## src/rtl/seg_scan_decoder_pkg.sv

```systemverilog
// Shared seg7 definitions: digit segment codes, blank code, decode result and scan FSM states.
// Latency: n/a (types, constants and pure helper functions only).
// Backpressure: n/a.
// Ports: none.
package seg_scan_decoder_pkg;

  typedef enum logic [1:0] {
    WAIT_SEL = 2'd0,
    SETTLE   = 2'd1,
    HOLD     = 2'd2
  } scan_state_t;

  // Active-low segment patterns seg[6:0] = g..a; element i encodes hex digit i.
  localparam logic [15:0][6:0] SEG7_DIGIT = {
    7'h0E, 7'h06, 7'h21, 7'h46, 7'h03, 7'h08, 7'h10, 7'h00,
    7'h78, 7'h02, 7'h12, 7'h19, 7'h30, 7'h24, 7'h79, 7'h40
  };
  localparam logic [6:0] SEG7_BLANK = 7'h7F;

  typedef struct packed {
    logic [3:0] hex;
    logic       blank;
    logic       invalid;
  } seg7_dec_t;

  // A digit is selected only when exactly one active-low anode is driven.
  function automatic logic an_sel_valid(input logic [3:0] an);
    return ($countones(~an) == 1);
  endfunction

  // Only meaningful when an_sel_valid() is true.
  function automatic logic [1:0] an_sel_index(input logic [3:0] an);
    case (an)
      4'b1110: return 2'd0;
      4'b1101: return 2'd1;
      4'b1011: return 2'd2;
      default: return 2'd3;
    endcase
  endfunction

endpackage

```

## src/rtl/seg_scan_decoder_seg7_decode.sv

```systemverilog
// Combinational 7-segment pattern decoder: pattern -> {hex, blank, invalid}.
// Latency: 0 cycles (pure combinational).
// Backpressure: none.
// Ports: pattern = active-low seg[6:0]; dec = decoded value, blank flag, undecodable flag.
module seg7_decode
  import seg_scan_decoder_pkg::*;
(
  input  logic [6:0] pattern,
  output seg7_dec_t  dec
);

  always_comb begin
    dec = '{hex: 4'h0, blank: 1'b0, invalid: 1'b1};
    if (pattern == SEG7_BLANK) begin
      dec.blank   = 1'b1;
      dec.invalid = 1'b0;
    end
    for (int i = 0; i < 16; i++) begin
      if (pattern == SEG7_DIGIT[i]) begin
        dec.hex     = 4'(i);
        dec.invalid = 1'b0;
      end
    end
  end

endmodule

```

## src/rtl/seg_scan_decoder.sv

```systemverilog
// Recovers the four hex digits shown on a multiplexed 7-segment display by sniffing an/seg.
// Latency: pin change to capture = 2 + STABLE_CYCLES cycles; fourth capture to frame_stb = 1 cycle.
// Backpressure: none; inputs are sampled every cycle and a new frame simply overwrites outputs.
// Ports: clk_100mhz, rst_n (async active-low); an/seg display pins (active-low);
//        hex3..hex0, blank_mask, dp_mask, err, frame_stb (last committed frame); stale (timeout).
module seg_scan_decoder
  import seg_scan_decoder_pkg::*;
#(
  parameter int unsigned STABLE_CYCLES  = 1000,
  parameter int unsigned TIMEOUT_CYCLES = 2_000_000
) (
  input  logic       clk_100mhz,
  input  logic       rst_n,
  input  logic [3:0] an,
  input  logic [7:0] seg,
  output logic [3:0] hex3,
  output logic [3:0] hex2,
  output logic [3:0] hex1,
  output logic [3:0] hex0,
  output logic [3:0] blank_mask,
  output logic [3:0] dp_mask,
  output logic       err,
  output logic       frame_stb,
  output logic       stale
);

  localparam logic [15:0] STABLE_LIM = 16'(STABLE_CYCLES);
  localparam logic [23:0] TO_LIM     = 24'(TIMEOUT_CYCLES);

  // Pins idle high, so synchronizers and the history register reset to all ones.
  logic [3:0] an_meta, an_sync, an_prev;
  logic [7:0] seg_meta, seg_sync, seg_prev;

  always_ff @(posedge clk_100mhz or negedge rst_n) begin
    if (!rst_n) begin
      an_meta  <= '1;
      an_sync  <= '1;
      an_prev  <= '1;
      seg_meta <= '1;
      seg_sync <= '1;
      seg_prev <= '1;
    end else begin
      an_meta  <= an;
      an_sync  <= an_meta;
      an_prev  <= an_sync;
      seg_meta <= seg;
      seg_sync <= seg_meta;
      seg_prev <= seg_sync;
    end
  end

  logic       sel_valid;
  logic [1:0] sel_idx;
  logic       an_changed;
  logic       sample_changed;
  logic       stable_hit;
  logic [15:0] stable_cnt;

  assign sel_valid      = an_sel_valid(an_sync);
  assign sel_idx        = an_sel_index(an_sync);
  assign an_changed     = (an_sync != an_prev);
  assign sample_changed = an_changed || (seg_sync != seg_prev);
  // The counter holds the number of identical samples seen so far; this one makes it +1.
  assign stable_hit     = ((stable_cnt + 16'd1) == STABLE_LIM);

  // ---------------- scan FSM ----------------
  scan_state_t state, state_nxt;
  logic cnt_load, cnt_inc, capture;

  always_ff @(posedge clk_100mhz or negedge rst_n) begin
    if (!rst_n) state <= WAIT_SEL;
    else        state <= state_nxt;
  end

  always_comb begin
    state_nxt = state;
    case (state)
      WAIT_SEL: if (sel_valid) state_nxt = SETTLE;
      SETTLE: begin
        if (sample_changed)  state_nxt = sel_valid ? SETTLE : WAIT_SEL;
        else if (stable_hit) state_nxt = HOLD;
      end
      HOLD:     if (an_changed) state_nxt = sel_valid ? SETTLE : WAIT_SEL;
      default:  state_nxt = WAIT_SEL;
    endcase
  end

  always_comb begin
    cnt_load = 1'b0;
    cnt_inc  = 1'b0;
    capture  = 1'b0;
    case (state)
      WAIT_SEL: cnt_load = sel_valid;
      SETTLE: begin
        cnt_load = sample_changed && sel_valid;
        cnt_inc  = !sample_changed;
        capture  = !sample_changed && stable_hit;
      end
      HOLD:     cnt_load = an_changed && sel_valid;
      default: ;
    endcase
  end

  always_ff @(posedge clk_100mhz or negedge rst_n) begin
    if (!rst_n)        stable_cnt <= '0;
    else if (cnt_load) stable_cnt <= 16'd1;
    else if (cnt_inc)  stable_cnt <= stable_cnt + 16'd1;
  end

  // ---------------- decode and shadow frame ----------------
  seg7_dec_t dec;

  seg7_decode u_seg7_decode (
    .pattern (seg_sync[6:0]),
    .dec     (dec)
  );

  logic [3:0][3:0] sh_hex;
  logic [3:0]      sh_blank, sh_dp, sh_err, seen;
  logic [3:0]      seen_nxt, sh_err_nxt;
  logic            commit;

  assign commit = &seen;

  // A commit and a capture may share an edge: clear first, then record the new capture.
  always_comb begin
    seen_nxt   = commit ? 4'h0 : seen;
    sh_err_nxt = commit ? 4'h0 : sh_err;
    if (capture) begin
      seen_nxt[sel_idx]   = 1'b1;
      sh_err_nxt[sel_idx] = dec.invalid;
    end
  end

  always_ff @(posedge clk_100mhz or negedge rst_n) begin
    if (!rst_n) begin
      sh_hex   <= '0;
      sh_blank <= '0;
      sh_dp    <= '0;
      sh_err   <= '0;
      seen     <= '0;
    end else begin
      seen   <= seen_nxt;
      sh_err <= sh_err_nxt;
      if (capture) begin
        sh_hex[sel_idx]   <= dec.hex;
        sh_blank[sel_idx] <= dec.blank;
        sh_dp[sel_idx]    <= ~seg_sync[7];
      end
    end
  end

  // ---------------- committed outputs ----------------
  always_ff @(posedge clk_100mhz or negedge rst_n) begin
    if (!rst_n) begin
      hex3       <= '0;
      hex2       <= '0;
      hex1       <= '0;
      hex0       <= '0;
      blank_mask <= 4'hF;
      dp_mask    <= '0;
      err        <= 1'b0;
      frame_stb  <= 1'b0;
    end else begin
      frame_stb <= commit;
      if (commit) begin
        hex3       <= sh_hex[3];
        hex2       <= sh_hex[2];
        hex1       <= sh_hex[1];
        hex0       <= sh_hex[0];
        blank_mask <= sh_blank;
        dp_mask    <= sh_dp;
        err        <= |sh_err;
      end
    end
  end

  // ---------------- staleness timer ----------------
  logic [23:0] to_cnt;

  always_ff @(posedge clk_100mhz or negedge rst_n) begin
    if (!rst_n)                to_cnt <= '0;
    else if (commit)           to_cnt <= '0;
    else if (to_cnt != TO_LIM) to_cnt <= to_cnt + 24'd1;
  end

  assign stale = (to_cnt == TO_LIM);

endmodule

```

## config.mk

```make
export PLATFORM = sky130hd
export DESIGN_NAME = seg_scan_decoder
export DESIGN_NICKNAME = d
export VERILOG_FILES = /design/src/rtl/seg_scan_decoder_pkg.sv /design/src/rtl/seg_scan_decoder_seg7_decode.sv /design/src/rtl/seg_scan_decoder.sv
export SDC_FILE = /design/constraint.sdc
export NUM_CORES = 1
export LEC_CHECK = 0
export CAP_MARGIN = 20
export CORE_MARGIN = 2
export CORE_UTILIZATION = 35
export CTS_CLUSTER_DIAMETER = 120
export DETAILED_ROUTE_END_ITERATION = 8
export GPL_TIMING_DRIVEN = 0
export PLACE_DENSITY_LB_ADDON = 0.25
export SYNTH_ARGS = -nofsm -noshare
export SYNTH_HDL_FRONTEND = slang
export SYNTH_SLANG_ARGS = --single-unit
export TNS_END_PERCENT = 50
```

## constraint.sdc

```tcl
create_clock -name clk_100mhz -period 5.44 [get_ports clk_100mhz]
set_input_delay 1.088 -clock clk_100mhz [delete_from_list [all_inputs] [get_ports clk_100mhz]]
set_output_delay 1.088 -clock clk_100mhz [all_outputs]
set_load 0.01 [all_outputs]
```

==> impl_metrics.toml <==
[cts]
postCtsSetupBuffers = 0
clk_pin_slew_worst_paths_ns = 0.06
cts_tree = "yes"
cts_made_buffers = 17
root_buffer = "clkbuf_16"
cts_resized = 0
hold_buffers = 0
insertion_delay_ns = 0.42
cts_buffer_depth = 2
htreeDepth = 4
cts_sinks = 136

[grt]
grt_pass1_wl_mm = 21.1
antenna_found_initial = 0
grt_pass1_vias = 4346
grt_max_degree = 106
grtUsageTotal = 0.144
grt_overflow = 0

[placed_design]
gp_congestion = 0.775
dp.final_hpwl_mm = 8.48
port_buffers = 40

[final_layout]
antenna_cells = 0
drive_gt1_frac = 0.179
area_delta_synth_final_pct = 20.1
fillers = 1645
fin_nets = 669

[die]
die_h_um = 138
rows = 48
initial_core_util = 0.360
die-area_mm2 = 0.0190
die_w_um = 138
core_mm2 = 0.0174
pin_count = 41

[logic_synthesis]
ys_ff_latch = 136
synthesis.nets = 609
yosysUniqueCellTypes = 63
synth.area.top_cells = "dfrtp_1 38%, dfstp_2 17%, nand2_1 5.2%, xnor2_1 4.7%, mux2_4 3.6%"
yosysMostFrequentCell = "dfrtp_1"
synth-warning-count = 0
synth_area_mm2 = 0.00627
yosys.area.top_type_share = 0.383
ys_top_cells_by_count = "96 x dfrtp_1, 87 x nand2_1, 55 x nor2_1"
async_flop_share = 1.00
ys_seq_area_frac = 0.550
synth_cells = 582
synth-edff-count = 0
synthFlopType = "dfrtp_1"
yosysTopAreaCell = "dfrtp_1"
syn_avg_cell_area_um2 = 10.8

[outcome]
status = "complete, no violations"

[timing]
rsz0062_at_grt = "no"
fmax_mhz = 301
setup_violations = 0
holdWs_ns = 0.354
hold_viol = 0
slew_headroom = 0.224
tightest_slew_ns = 1.15
min_period_ns = 3.33
post-route-period-util = 0.611
clock_skew_ns = 0.00831
slew_violations = 0
finalSetupTns_ns = 0

[run]
drv_cap = 0

[drt]
routed_via_density = 4.91
vias = 4325
drtIter0Drc = 331
drtPass1Iterations = 5
routed_wl_mm = 12.5
wl_per_cell_um = 14.2
postRouteAntennaNets = 0
drc = 0

[setup_path]
path_buf_inv = 2
rrSetupSlack_ns = 2.34
r2r-end = "sh_blank[3]"
path_class = "reg -> out"
path_cells = "inv_1, ha_1, nor3b_1, nand3_1, nor2_1, clkdlybuf4s50_1"
cp_max_fo = 5
critPathMaxStageDelay_ns = 0.59
crit_path_end_kind = "output port"
rr_startpoint = "seg_sync[6]"
cp_slowest_cell = "clkdlybuf4s50_1"
required_ns = 4.35
crit_path_start_kind = "flop"
r2r_cells = 8
critPathTopFamily = "buffers and inverters"
arrival_ns = 2.24

[power]
max-vdd-ir-drop_uv = 209
power.switching_uw = 516
p_per_area_mw_per_mm2 = 296
clkPwrFrac = 0.475
switching_share = 0.231
leakagePower_uw = 0.00329
comb_power_share = 0.053
power_frac_seq = 0.472
internal-power_uw = 1720

[worst_hold_path]
min_delay_path_depth = 0
hold_class = "reg -> reg"
hp-start = "seg_meta[0]"
hold_end = "seg_sync[0]"
-- metrics by stage --
step	utilization	area [um2]	std cells	power (uW)	setup WS [ns]
floorplan	-	6270	582	1140	2.94
global placement	0.399	6960	847	1180	-1.84
detailed placement	0.401	6990	848	1190	2.29
CTS	0.433	7540	880	2260	2.07
global route	0.433	7540	880	2340	1.93
finish	0.433	7540	880	2230	2.11
-- sequential cells by signal, indices dropped and copies added, names as in the netlist, 4 cells and up --
name and count:
seg_prev 8, to_cnt 24, dp_mask 4, an_meta 4
sh_hex 16, hex1 4, blank_mask 4, hex2 4
seg_sync 8, stable_cnt 16, sh_blank 4, an_sync 4
seen 4, seg_meta 8, an_prev 4, sh_dp 4
hex3 4, sh_err 4, hex0 4
-- layout by cell type, fill, tap and decap left out, types with 14 or more instances in the layout --
cell and count:
clkdlybuf4s50_1 39, inv_1 24, nand4_1 17, nand2_1 87, dfrtp_1 96, xnor2_1 34, dfstp_2 40, nand3_1 23
nor2_1 55, clkbuf_16 17, mux2_4 15, o21ai_0 15, xor2_1 18, clkbuf_1 14
-- per-layer routing --
layer  track usage  up-vias  part of all wire  routed length (um)
li1              -     2101                 -                   -
met1         0.183     2119              0.47                5860
met2         0.237       92              0.48                5990
met3        0.0325       13             0.037                 458
met4        0.0601        0             0.016                 196
met5             0        -                 0                   0
-- kinds of logic (layout without fill, tap and decap cells) --
logic type	after synthesis	count (layout)	share of synthesized area
compound gates	56	56	0.0584
xor+xnor	52	52	0.0726
fa+ha+maj	13	13	0.0271
buf+inv	51	124	0.0357
flops	136	136	0.550
mux	31	31	0.0624
simple gates	243	243	0.193
-- power by group through the flow --
stage	Sequential [uW]	Combinational, uW	Clock, uW
after floorplan	1070	70.5	0
after global placement	1070	115	0
after detailed placement	1070	121	0
after CTS	1050	121	1090
after global routing	1060	136	1150
final	1050	119	1060
-- worst max-delay path by stage --
stage	from	to	slack [ns]	cells past startpoint
after floorplan	an_sync[1]	stable_cnt[10]	2.94	9
after CTS	to_cnt[0]	stale	2.07	6
final	to_cnt[0]	stale	2.11	6
after detailed placement	seg_sync[6]	sh_blank[3]	2.29	8
after global placement	rst_n	state[1]	-1.84	1
after global routing	to_cnt[0]	stale	1.93	6
-- worst reg2reg max path: stages, from the launching register on --
cell	delay, ns
dfstp_2	0.52
clkbuf_1	0.33
xnor2_1	0.16
nand4_1	0.14
nor4_1	0.27
buf_2	0.30
o21ai_0	0.19
nor4_4	0.65
mux2_2	0.42
-- cell type report --
class / count / area (um2) / share of cell area
Buffer: 26 / 130 / 0.0173
Clock buffer: 22 / 484 / 0.0643
Clock inverter: 10 / 66.3 / 0.00880
Inverter: 25 / 93.8 / 0.0125
Multi-Input combinational cell: 395 / 2600 / 0.345
Sequential cell: 136 / 3450 / 0.458
Tap cell: 225 / 282 / 0.0374
Timing Repair Buffer: 41 / 429 / 0.0569
Note: power is estimated with default switching activity, not from simulation.
